### src/rtl/start_seq_pkg.sv
// start_seq_pkg: shared types and defaults for the program Start/Done sequencer.
// Latency: n/a (types and constants only).
// Backpressure: n/a.
package start_seq_pkg;

  localparam int NPROG_DEF    = 3;
  localparam int START_HI_DEF = 2;
  localparam int TMO_W_DEF    = 16;
  localparam int PIDX_W       = 2;

  typedef enum logic [2:0] {
    IDLE,
    ASSERT,
    RUN,
    GAP,
    FINISH
  } seq_state_t;

endpackage

### src/rtl/seq_run_ctr.sv
// seq_run_ctr: W-bit run-cycle counter; clear loads 1 so the first counted cycle reads 1.
// Latency: count visible the cycle after clear/enable; all-ones flag is combinational from the count.
// Backpressure: none; enable simply holds the value when low.
module seq_run_ctr #(
  parameter int W = 16
) (
  input  logic         clk_i,
  input  logic         rst_ni,
  input  logic         clr_i,
  input  logic         en_i,
  output logic [W-1:0] cnt_o,
  output logic         all_ones_o
);

  logic [W-1:0] cnt_q;
  logic [W-1:0] cnt_d;

  // Next count: clear reloads 1, enable increments, otherwise hold.
  always_comb begin
    cnt_d = cnt_q;
    if (clr_i) begin
      cnt_d = W'(1);
    end else if (en_i) begin
      cnt_d = cnt_q + W'(1);
    end
  end

  // Count register.
  always_ff @(posedge clk_i or negedge rst_ni) begin
    if (!rst_ni) begin
      cnt_q <= '0;
    end else begin
      cnt_q <= cnt_d;
    end
  end

  assign cnt_o      = cnt_q;
  assign all_ones_o = &cnt_q;

endmodule

### src/rtl/start_sequencer.sv
// start_sequencer: pulses the core Start once per program and waits for Done, NPROG programs per Go edge.
// Latency: Start rises the cycle after an accepted Go edge; CycleCount/CountValid one cycle after Done in RUN.
// Backpressure: Go edges while Busy are dropped; a timeout ends the sequence. Optional macro START_SEQ_COUNT_EN enables CycleCount/CountValid.
module start_sequencer
  import start_seq_pkg::*;
#(
  parameter int NPROG    = NPROG_DEF,
  parameter int START_HI = START_HI_DEF,
  parameter int TMO_W    = TMO_W_DEF
) (
  input  logic              Clk,
  input  logic              Reset,
  input  logic              Go,
  input  logic              Done,
  output logic              Start,
  output logic [PIDX_W-1:0] ProgIdx,
  output logic              Busy,
  output logic              AllDone,
  output logic              TimedOut,
  output logic [TMO_W-1:0]  CycleCount,
  output logic              CountValid
);

  localparam int HOLD_W = (START_HI < 2) ? 1 : $clog2(START_HI);
  localparam logic [HOLD_W-1:0] HOLD_LAST = HOLD_W'(START_HI - 1);
  localparam logic [PIDX_W-1:0] PIDX_LAST = PIDX_W'(NPROG - 1);

  seq_state_t        state_q, state_d;
  logic [HOLD_W-1:0] hold_q, hold_d;
  logic [PIDX_W-1:0] pidx_q, pidx_d;
  logic              go_q;
  logic              start_q, start_d;
  logic              busy_q, busy_d;
  logic              all_done_q, all_done_d;
  logic              tmo_q, tmo_d;
  logic [TMO_W-1:0]  cyc_q, cyc_d;
  logic              cv_q, cv_d;

  logic              ctr_clr;
  logic              ctr_en;
  logic [TMO_W-1:0]  run_cnt;
  logic              run_all_ones;

  seq_run_ctr #(
    .W(TMO_W)
  ) u_run_ctr (
    .clk_i      (Clk),
    .rst_ni     (Reset),
    .clr_i      (ctr_clr),
    .en_i       (ctr_en),
    .cnt_o      (run_cnt),
    .all_ones_o (run_all_ones)
  );

`ifndef START_SEQ_COUNT_EN
  // Without the cycle report the count value itself only feeds the timeout flag.
  logic [TMO_W-1:0] unused_run_cnt;
  assign unused_run_cnt = run_cnt;
`endif

  // Next-state and next-output logic; Start/Busy are derived from the next state so they register cleanly.
  always_comb begin
    state_d    = state_q;
    hold_d     = hold_q;
    pidx_d     = pidx_q;
    all_done_d = all_done_q;
    tmo_d      = tmo_q;
    cyc_d      = cyc_q;
    cv_d       = 1'b0;
    ctr_clr    = 1'b1;
    ctr_en     = 1'b0;

    unique case (state_q)
      IDLE: begin
        if (Go && !go_q) begin
          state_d    = ASSERT;
          hold_d     = '0;
          pidx_d     = '0;
          all_done_d = 1'b0;
          tmo_d      = 1'b0;
        end
      end
      ASSERT: begin
        if (hold_q == HOLD_LAST) begin
          state_d = RUN;
          hold_d  = '0;
        end else begin
          hold_d = hold_q + HOLD_W'(1);
        end
      end
      RUN: begin
        ctr_clr = 1'b0;
        ctr_en  = 1'b1;
        // Done takes priority over a simultaneous timeout.
        if (Done) begin
`ifdef START_SEQ_COUNT_EN
          cyc_d = run_cnt;
          cv_d  = 1'b1;
`endif
          if (pidx_q == PIDX_LAST) begin
            state_d = FINISH;
          end else begin
            pidx_d  = pidx_q + PIDX_W'(1);
            state_d = GAP;
          end
        end else if (run_all_ones) begin
          tmo_d   = 1'b1;
          state_d = FINISH;
        end
      end
      GAP: begin
        state_d = ASSERT;
      end
      FINISH: begin
        all_done_d = !tmo_q;
        state_d    = IDLE;
      end
      default: begin
        state_d = IDLE;
      end
    endcase

    start_d = (state_d == ASSERT);
    busy_d  = (state_d != IDLE);
  end

  // State and registered outputs; reset clears everything asynchronously so Start cannot stay high.
  always_ff @(posedge Clk or negedge Reset) begin
    if (!Reset) begin
      state_q    <= IDLE;
      hold_q     <= '0;
      pidx_q     <= '0;
      go_q       <= 1'b0;
      start_q    <= 1'b0;
      busy_q     <= 1'b0;
      all_done_q <= 1'b0;
      tmo_q      <= 1'b0;
      cyc_q      <= '0;
      cv_q       <= 1'b0;
    end else begin
      state_q    <= state_d;
      hold_q     <= hold_d;
      pidx_q     <= pidx_d;
      go_q       <= Go;
      start_q    <= start_d;
      busy_q     <= busy_d;
      all_done_q <= all_done_d;
      tmo_q      <= tmo_d;
      cyc_q      <= cyc_d;
      cv_q       <= cv_d;
    end
  end

  assign Start      = start_q;
  assign ProgIdx    = pidx_q;
  assign Busy       = busy_q;
  assign AllDone    = all_done_q;
  assign TimedOut   = tmo_q;
  assign CycleCount = cyc_q;
  assign CountValid = cv_q;

endmodule
### config.mk
export PLATFORM = sky130hd
export DESIGN_NAME = start_sequencer
export DESIGN_NICKNAME = d
export VERILOG_FILES = /design/src/rtl/start_seq_pkg.sv /design/src/rtl/seq_run_ctr.sv /design/src/rtl/start_sequencer.sv
export SDC_FILE = /design/constraint.sdc
export NUM_CORES = 1
export LEC_CHECK = 0
export CAP_MARGIN = 10
export CORE_MARGIN = 5
export CORE_UTILIZATION = 54
export CTS_BUF_LIST = sky130_fd_sc_hd__clkbuf_4
export CTS_CLUSTER_DIAMETER = 60
export DETAILED_ROUTE_END_ITERATION = 6
export GPL_ROUTABILITY_DRIVEN = 0
export PLACE_DENSITY_LB_ADDON = 0.2
export SLEW_MARGIN = 20
export SYNTH_ARGS = -nofsm -noshare
export SYNTH_HDL_FRONTEND = slang
export SYNTH_HIERARCHICAL = 1
export SYNTH_SLANG_ARGS = --single-unit
export TNS_END_PERCENT = 10
### constraint.sdc
create_clock -name Clk -period 2.7 [get_ports Clk]
set_input_delay 0.81 -clock Clk [delete_from_list [all_inputs] [get_ports Clk]]
set_output_delay 0.81 -clock Clk [all_outputs]
set_load 0.01 [all_outputs]
==> summary.txt, run 1 <==
Outcome
  • Status: finished clean

Drt
  • Initial drt markers: 57
  • First drt pass iteration count: 4
  • Via density: 5.22
  • Total via count after detailed routing: 1024
  • Average routed wire per standard cell: 12.8 um
  • Remaining DRCs: 0
  • Post-route antenna net violation count: 0
  • Wire length after detailed routing: 2510 um

Floorplanning
  • Initial Utilization: 55.1%
  • Die Area: 3920 um2
  • Core Footprint: 2710 um2
  • Vert. Die Dim: 62.6 um
  • Number of rows created at floorplan: 19
  • Horiz. Die Dim: 62.6 um
  • Top-level I/O count: 27

GRT
  • Met3 track demand over resource in global routing: 2.34%
  • Met2 GRT Util: 20.9%
  • Number of global-route vias before repair: 1029
  • GRT met1 Usage: 18.5%
  • GRT Total Usage: 13.6%
  • Wire length of the first global-routing pass: 4440 um
  • Number of antenna violations at the first check in global routing: 0
  • Congestion Overflow GR: 0
  • Most congested layer reported by global routing: met2
  • Pin count of the biggest net entering global routing: 28

Synth
  • Share of async-settable or async-resettable flops after synthesis: 100%
  • Combinational family with the most area after synthesis: simple AND/OR/NAND/NOR gates
  • Number of distinct standard cells referenced by the synthesized netlist: 42
  • Post-synthesis share of cell area spent on xor and xnor gates: 5.87%
  • Netlist area before placement: 1490 um2
  • Top cell type by total area after synthesis: sky130_fd_sc_hd__dfrtp_1
  • Area contributors post-synth: sky130_fd_sc_hd__dfrtp_1, sky130_fd_sc_hd__buf_4, sky130_fd_sc_hd__nor2_1
  • Share of the synthesized area in compound gates (AO/OA/AOI/OAI): 12.2%
  • Most instantiated cells after synthesis: sky130_fd_sc_hd__dfrtp_1, sky130_fd_sc_hd__buf_4, sky130_fd_sc_hd__nor2_1, sky130_fd_sc_hd__a21oi_1
  • Post-synth top area share: 45.3%
  • Share of synthesized cell area in and, or, nand and nor gates: 20.8%
  • Instance count of the mapped netlist: 156
  • Number of warning messages in the yosys log: 6
  • Flip-flop and latch count after synthesis: 27
  • Share of synthesized cell area in full adder, half adder and majority cells: 1.68%
  • Portion of the post-synthesis area used by sequential elements: 45.3%
  • Mean cell area of the mapped netlist: 9.57 um2
  • Predominant post-synthesis flop cell: sky130_fd_sc_hd__dfrtp_1
  • Portion of netlist area occupied by mux cells: 1.34%
  • EDFF count, synth: 0
  • Library cell with the highest instance count after synthesis: sky130_fd_sc_hd__dfrtp_1

STA
  • Summed negative setup slack over all endpoints: 0 ns
  • Final Hold Slack: 0.511 ns
  • Number of slew-limit violations in the final report: 0
  • Worst Slack Setup Final: 0.384 ns
  • Clk_skew: 0.00324 ns
  • Share of the clock period used by the worst path after layout: 85.8%
  • Worst max-slew margin expressed relative to the limit: 54.2%
  • Setup repair after global routing missed its margin: false
  • Final Hold Fails: 0
  • Total setup violations reported at the end of the flow: 0
  • Min cycle time layout: 2.32 ns
  • Maximum achievable frequency: 432 MHz
  • Worst Max-Slew Pin Slew: 0.681 ns

Worst setup path
  • Required time at the worst-slack endpoint: 2.96 ns
  • Endpoint kind of the worst setup timing path: flip-flop
  • Critical Path Source Type: flip-flop
  • CP max FO: 11
  • Critical path start-end classification: flip-flop to flip-flop
  • Arrival time at the worst endpoint: 2.58 ns
  • Critical Path Max Stage Delay: 0.51 ns
  • Slowest cell on crit path: sky130_fd_sc_hd__dfrtp_1
  • Cell chain of the critical path: nor2_1 -> nand2_1 -> inv_1 -> o211ai_1 -> or4_1 -> or3_1 -> a21oi_1

Clock network
  • Post-CTS Repair Setup Buffers: 0
  • Count of H-tree levels built during CTS: 1
  • Hold-fix buffers, CTS: 0
  • Num Clock Sinks: 27
  • Post-cts gate resize count: 0
  • Clock root buffer: sky130_fd_sc_hd__clkbuf_4
  • Clock slew at the register clock pins of the worst setup and hold paths: 0.14 ns
  • Maximum clock path buffer count: 2
  • CTS tree: done
  • Later-pin clock latency in the skew report: 0.32 ns
  • Clock buffers created by TritonCTS: 3

Placement
  • Total half-perimeter wirelength after legalization and detailed placement: 1800 um
  • Quantity of I/O buffers inserted on ports: 9
  • Worst setup timing slack at the placement stage: 0.413 ns

Pwr
  • Leakage power: 0.654 nW
  • Peak supply drop: 580 uV
  • Power per Cell Area: 708 nW/um2

Layout
  • Ratio of cells with drive above 1 in the final layout: 7.88%
  • Area growth from synthesis to layout: 5.11%
  • Number of fill cells in the layout: 244
  • Nets: 172
  • Diode count: 0

Worst hold path
  • Worst hold path class: flip-flop to flip-flop

Flow run
  • Max capacitance violation total: 0
[where the power goes]
group	switching [mW]	internal (mW)
Combinational	0.193	0.194
Clock	0.117	0.0678
Sequential	0.0704	0.469
Total	0.380	0.731
[worst paths after layout]
| check | from | end | slack (ns) | depth (start not counted) |
|---|---|---|---|---|
| min in group asynchronous | Reset | u_run_ctr/cnt_o[3]$_DFFE_PN0P_ | 0.84 | 2 |
| setup / recovery | state_q[2]$_DFF_PN0_ | u_run_ctr/cnt_o[15]$_DFFE_PN0P_ | 0.38 | 7 |
| setup reg to reg | state_q[2]$_DFF_PN0_ | u_run_ctr/cnt_o[15]$_DFFE_PN0P_ | 0.38 | 7 |
| hold / removal | AllDone$_DFFE_PN0P_ | AllDone$_DFFE_PN0P_ | 0.51 | 1 |
| max in group asynchronous | Reset | state_q[0]$_DFF_PN0_ | 1.60 | 2 |
| hold reg to reg | AllDone$_DFFE_PN0P_ | AllDone$_DFFE_PN0P_ | 0.51 | 1 |
[cells by family after synthesis]
group | after synthesis
DFF | 27
buffers and inverters | 30
muxes | 2
xor gates and xnor gates | 10
AOI/OAI and AO/OA | 28
adders and majority gates | 2
other | 1
and+or+nand+nor | 56
[cell usage in the layout (no fill, tap or decap), drive strengths merged, types with 5 or more instances in the layout]
| cell type | instances |
|---|---|
| nand3 | 5 |
| dfrtp | 27 |
| clkdlybuf4s50 | 9 |
| inv | 8 |
| nand2 | 8 |
| o21ai | 7 |
| nor2 | 17 |
| a21oi | 10 |
| conb | 17 |
| xnor2 | 7 |
[state kept, by name, summed over array words and instances (netlist names)]
register / count
ProgIdx: 2
TimedOut: 1
hold_q: 1
go_q: 1
Busy: 1
AllDone: 1
state_q: 3
u_run_ctr/cnt_o: 16
Start: 1
[cell type report]
type                       instances  area (um2)  share of cell area, %
timing repair buffer              11         105                   6.70
inverter                           8        30.0                   1.91
multi-input combinational        115         689                   43.9
sequential                        27         676                   43.1
tap                               31        38.8                   2.47
clock buffer                       4        30.0                   1.91
[worst max-delay path, delay by kind of cell, from the launching register on]
kind / cells / cell delay [ns]
flip-flops: 1 / 0.51
AND/OR/NAND/NOR: 4 / 1.18
buffers and inverters: 1 / 0.21
AO/OA/AOI/OAI: 2 / 0.35
[per-stage QoR]
| step | std cells | util [%] | area [um2] | total power [mW] |
|---|---|---|---|---|
| after global routing | 196 | 57.9 | 1570 | 1.20 |
| final | 196 | 57.9 | 1570 | 1.11 |
| after CTS | 196 | 57.9 | 1570 | 1.12 |
| after floorplan | 172 | - | 1550 | 0.819 |
| after detailed placement | 192 | 56.8 | 1540 | 0.934 |
| after global placement | 192 | 56.8 | 1540 | 0.926 |
[metal layers]
layer | up-vias | wire (um)
li1 | 519 | -
met1 | 480 | 1230
met2 | 23 | 1130
met3 | 2 | 137
met4 | 0 | 20
met5 | - | 0
No activity file was read; power rests on OpenSTA's default activity.
==> inputs of run 2 (changes only) <==
Settings changed: ABC_CLOCK_PERIOD_IN_PS set to 2700, CORE_ASPECT_RATIO set to 1.4.
==> summary.txt, run 2 (synthesized netlist as in run 1, its figures left out) <==
Layout
  • Max reg flops: 16
  • Cell Count, Final, Fillers Out: 201
  • Number of fill cells in the layout: 247
  • Commonest cells after routing, fill and taps aside: sky130_fd_sc_hd__dfrtp_1, sky130_fd_sc_hd__nor2_1, sky130_fd_sc_hd__conb_1, sky130_fd_sc_hd__a21oi_1, sky130_fd_sc_hd__clkdlybuf4s50_1
  • Nets: 172
  • Area of all placed cells without fillers: 1580 um2
  • Core occupancy in the finished layout: 59.6%
  • Diode count: 0
  • Most common cell after layout, fill and taps aside: sky130_fd_sc_hd__dfrtp_1
  • Area growth from synthesis to layout: 5.53%
  • Ratio of cells with drive above 1 in the final layout: 7.88%

Floorplanning
  • Die Area: 3930 um2
  • Top-level I/O count: 27
  • Core Footprint: 2640 um2
  • Horiz. Die Dim: 54.4 um
  • Initial Utilization: 56.5%
  • Number of rows created at floorplan: 22
  • Vert. Die Dim: 72.2 um

STA
  • Maximum achievable frequency: 439 MHz
  • Final Hold Fails: 0
  • Worst max-slew margin expressed relative to the limit: 62.6%
  • Min cycle time layout: 2.28 ns
  • Share of the clock period used by the worst path after layout: 84.4%
  • Total setup violations reported at the end of the flow: 0
  • Setup repair after global routing missed its margin: false
  • Clk_skew: 0.0177 ns
  • Worst Slack Setup Final: 0.420 ns
  • Number of slew-limit violations in the final report: 0
  • Final Hold Slack: 0.509 ns
  • Worst Max-Slew Pin Slew: 0.556 ns
  • Summed negative setup slack over all endpoints: 0 ns

GRT
  • GRT Total Usage: 15.7%
  • Pin count of the biggest net entering global routing: 28
  • Wire length of the first global-routing pass: 4540 um
  • Number of antenna violations at the first check in global routing: 0
  • Congestion Overflow GR: 0
  • Number of global-route vias before repair: 1071

Pwr
  • Leakage power: 0.654 nW
  • Peak supply drop: 598 uV
  • Power per Cell Area: 709 nW/um2
  • Power Total: 1.12 mW

Clock network
  • Clock slew at the register clock pins of the worst setup and hold paths: 0.14 ns
  • CTS tree: done
  • Clock buffers created by TritonCTS: 3
  • Clock root buffer: sky130_fd_sc_hd__clkbuf_4
  • Post-CTS Repair Setup Buffers: 0
  • Hold-fix buffers, CTS: 0
  • Maximum clock path buffer count: 2
  • Later-pin clock latency in the skew report: 0.33 ns
  • Count of H-tree levels built during CTS: 1
  • Num Clock Sinks: 27
  • Post-cts gate resize count: 0

Worst setup path
  • Count of buffering cells on the critical path with inverters included: 1
  • Endpoint kind of the worst setup timing path: flip-flop
  • Critical path start-end classification: flip-flop to flip-flop
  • CP max FO: 11
  • Arrival time at the worst endpoint: 2.55 ns
  • Slowest cell on crit path: sky130_fd_sc_hd__dfrtp_1
  • Critical Path Source Type: flip-flop
  • Critical Path Max Stage Delay: 0.50 ns
  • Kind of cell adding the most delay to the critical path: simple AND/OR/NAND/NOR gates
  • Cell chain of the critical path: nor2_1 -> nand2_1 -> inv_1 -> o211ai_1 -> or4_1 -> or3_1 -> a21oi_1
  • Required time at the worst-slack endpoint: 2.97 ns

Drt
  • Post-route antenna net violation count: 0
  • Via density: 5.26
  • Average routed wire per standard cell: 13.1 um
  • Remaining DRCs: 0
  • Initial drt markers: 20
  • Total via count after detailed routing: 1057
  • First drt pass iteration count: 4
  • Wire length after detailed routing: 2630 um

Placement
  • Placed standard-cell area: 1550 um2
  • Worst setup timing slack at the placement stage: 0.435 ns
  • Total half-perimeter wirelength after legalization and detailed placement: 2040 um
  • Placed instance count: 197
  • Quantity of I/O buffers inserted on ports: 9

Worst hold path
  • Worst hold path class: flip-flop to flip-flop

Outcome
  • Status: finished clean

Flow run
  • Max capacitance violation total: 0
[run 2: final timing paths]
check / start / end / slack (ns) / depth (start not counted)
worst max-delay path: state_q[2]$_DFF_PN0_ / u_run_ctr/cnt_o[15]$_DFFE_PN0P_ / 0.42 / 7
worst min-delay path: AllDone$_DFFE_PN0P_ / AllDone$_DFFE_PN0P_ / 0.51 / 1
worst max register to register: state_q[2]$_DFF_PN0_ / u_run_ctr/cnt_o[15]$_DFFE_PN0P_ / 0.42 / 7
worst min register to register: AllDone$_DFFE_PN0P_ / AllDone$_DFFE_PN0P_ / 0.51 / 1
max in group asynchronous: Reset / u_run_ctr/cnt_o[5]$_DFFE_PN0P_ / 1.60 / 2
min in group asynchronous: Reset / u_run_ctr/cnt_o[15]$_DFFE_PN0P_ / 0.84 / 2
[run 2: cell type report]
type	instances	area [um2]	area share, %
Timing Repair Buffer	11	105	6.67
Clock buffer	4	30.0	1.91
Inverter	8	30.0	1.91
Tap cell	36	45.0	2.86
Multi-Input combinational cell	115	689	43.8
Sequential cell	27	676	42.9
[run 2: layer usage]
layer | part of all wire, % | GRT usage [%]
met1 | 39 | 18.0
met5 | 0 | 0
met3 | 2.7 | 2.46
met4 | 3.7 | 10.5
met2 | 55 | 26.0
[run 2: report_power, final]
group,leakage [nW],switching [mW],total [mW],internal [mW]
clock,0.0184,0.112,0.180,0.0680
sequential,0.352,0.0703,0.540,0.470
combinational,0.284,0.201,0.396,0.195
[run 2: worst register-to-register path: stages (launching register included)]
cell	delay (ns)
sky130_fd_sc_hd__dfrtp_1	0.50
sky130_fd_sc_hd__nor2_1	0.29
sky130_fd_sc_hd__nand2_1	0.12
sky130_fd_sc_hd__inv_1	0.20
sky130_fd_sc_hd__o211ai_1	0.20
sky130_fd_sc_hd__or4_1	0.46
sky130_fd_sc_hd__or3_1	0.32
sky130_fd_sc_hd__a21oi_1	0.14
==> inputs of run 3 (changes only) <==
Settings changed: ABC_CLOCK_PERIOD_IN_PS 2700 to 2240.
Clock period 2.7 ns to 2.24 ns, I/O delays scaled along.
==> summary.txt, run 3 (synthesized netlist as in run 1, its figures left out) <==
Clock network
  • Post-CTS Repair Setup Buffers: 0
  • Clock slew at the register clock pins of the worst setup and hold paths: 0.14 ns
  • Clock root buffer: sky130_fd_sc_hd__clkbuf_4
  • Post-cts gate resize count: 0
  • Count of H-tree levels built during CTS: 1
  • Clock buffers created by TritonCTS: 3
  • Num Clock Sinks: 27
  • Later-pin clock latency in the skew report: 0.32 ns
  • CTS tree: done
  • Hold-fix buffers, CTS: 0
  • Maximum clock path buffer count: 2

Placement
  • Total half-perimeter wirelength after legalization and detailed placement: 2090 um
  • Quantity of I/O buffers inserted on ports: 9

Pwr
  • Clock group share of total power: 15.8%
  • Fraction of power spent switching nets: 34.4%
  • Power per Cell Area: 858 nW/um2
  • Switching component of the power: 0.475 mW
  • Flop pwr share: 45.9%
  • Peak supply drop: 774 uV
  • Cell internal power dissipation: 0.907 mW
  • Gate power share: 38.3%
  • Leakage power: 0.672 nW
  • Power Total: 1.38 mW

Drt
  • Post-route antenna net violation count: 0
  • Wire length after detailed routing: 2770 um
  • Initial drt markers: 17
  • Remaining DRCs: 0
  • Total via count after detailed routing: 1063
  • Via density: 5.19
  • First drt pass iteration count: 4
  • Average routed wire per standard cell: 13.5 um

Layout
  • Number of fill cells in the layout: 242
  • Ratio of cells with drive above 1 in the final layout: 11.2%
  • Sequential cell area: 676 um2
  • Nets: 176
  • Commonest cells after routing, fill and taps aside: sky130_fd_sc_hd__dfrtp_1, sky130_fd_sc_hd__nor2_1, sky130_fd_sc_hd__conb_1, sky130_fd_sc_hd__a21oi_1, sky130_fd_sc_hd__clkdlybuf4s50_1
  • Diode count: 0
  • Most common cell after layout, fill and taps aside: sky130_fd_sc_hd__dfrtp_1
  • Multi-input gate area in the final layout: 696 um2
  • Area growth from synthesis to layout: 7.96%
  • Max reg flops: 16

GRT
  • Congestion Overflow GR: 0
  • Number of antenna violations at the first check in global routing: 0
  • Number of global-route vias before repair: 1124
  • GRT Total Usage: 16.0%
  • Wire length of the first global-routing pass: 4750 um
  • Pin count of the biggest net entering global routing: 28

STA
  • Clk_skew: 0.00249 ns
  • Setup repair after global routing missed its margin: false
  • Final Hold Fails: 0
  • Maximum achievable frequency: 484 MHz
  • Share of the clock period used by the worst path after layout: 92.2%
  • Summed negative setup slack over all endpoints: 0 ns
  • Total setup violations reported at the end of the flow: 0
  • Number of slew-limit violations in the final report: 0
  • Min cycle time layout: 2.07 ns

Floorplanning
  • Top-level I/O count: 27
  • Number of rows created at floorplan: 22
  • Vert. Die Dim: 72.2 um
  • Die Area: 3930 um2
  • Core Footprint: 2640 um2
  • Initial Utilization: 56.5%
  • Horiz. Die Dim: 54.4 um

Worst setup path
  • Critical Path Source Type: flip-flop
  • CP max FO: 20
  • Endpoint kind of the worst setup timing path: flip-flop
  • Arrival time at the worst endpoint: 2.32 ns
  • Critical path start-end classification: flip-flop to flip-flop
  • Required time at the worst-slack endpoint: 2.49 ns

Outcome
  • Status: finished clean

Flow run
  • Max capacitance violation total: 0

Worst hold path
  • Worst hold path class: flip-flop to flip-flop
run 3: cell types whose count changed in the layout (fill, tap and decap cells not counted), sizes merged:
cell,before,now
buf,2,6
run 3: path summary, 6_finish.rpt:
kind | start | end | slack (ns) | cells after the start
worst max-delay path | state_q[0]$_DFF_PN0_ | u_run_ctr/cnt_o[15]$_DFFE_PN0P_ | 0.17 | 7
worst min-delay path | AllDone$_DFFE_PN0P_ | AllDone$_DFFE_PN0P_ | 0.52 | 1
worst max register to register | state_q[0]$_DFF_PN0_ | u_run_ctr/cnt_o[15]$_DFFE_PN0P_ | 0.17 | 7
worst min register to register | AllDone$_DFFE_PN0P_ | AllDone$_DFFE_PN0P_ | 0.52 | 1
max in group asynchronous | Reset | u_run_ctr/cnt_o[0]$_DFFE_PN0P_ | 1.27 | 2
min in group asynchronous | Reset | u_run_ctr/cnt_o[8]$_DFFE_PN0P_ | 0.71 | 2
run 3: through the flow:
stage	cells	area [um2]	utilization, %	hold slack [ns]	worst slack, ns
after floorplan	172	1550	-	0.376	0.216
after detailed placement	201	1580	59.6	0.495	0.229
after CTS	205	1610	60.7	0.527	0.165
after global placement	201	1580	59.6	0.483	0.318
final	205	1610	61.0	0.520	0.174
after global routing	205	1610	61.0	0.555	0.0102
run 3: cell type report:
cell class / count / share of cell area, %
Clock buffer: 4 / 1.86
Inverter: 8 / 1.86
Tap cell: 36 / 2.80
Sequential cell: 27 / 41.9
Multi-Input combinational cell: 115 / 43.2
Timing Repair Buffer: 15 / 8.39
run 3: layer usage:
metal	vias to the layer above	global-route usage [%]	share of wire, %
met5	-	0	0
met4	0	6.65	1.2
met3	4	2.26	2.6
met2	18	29.8	57
met1	513	17.0	39
li1	528	-	-
run 3: critical path: stages (launching register included):
cell,delay (ns)
sky130_fd_sc_hd__dfrtp_1,0.50
sky130_fd_sc_hd__nor2_1,0.10
sky130_fd_sc_hd__nand2_1,0.11
sky130_fd_sc_hd__buf_4,0.23
sky130_fd_sc_hd__o211ai_1,0.14
sky130_fd_sc_hd__or4_1,0.44
sky130_fd_sc_hd__or3_1,0.33
sky130_fd_sc_hd__a21oi_1,0.16
run 3: power by group through the flow:
stage          clock [mW]  sequential (mW)  combinational, mW
4_1_cts             0.232            0.636              0.535
6_report            0.219            0.634              0.530
3_5_place_dp            0            0.645              0.531
2_1_floorplan           0            0.655              0.332
3_3_place_gp            0            0.640              0.513
5_1_grt             0.250            0.651              0.582
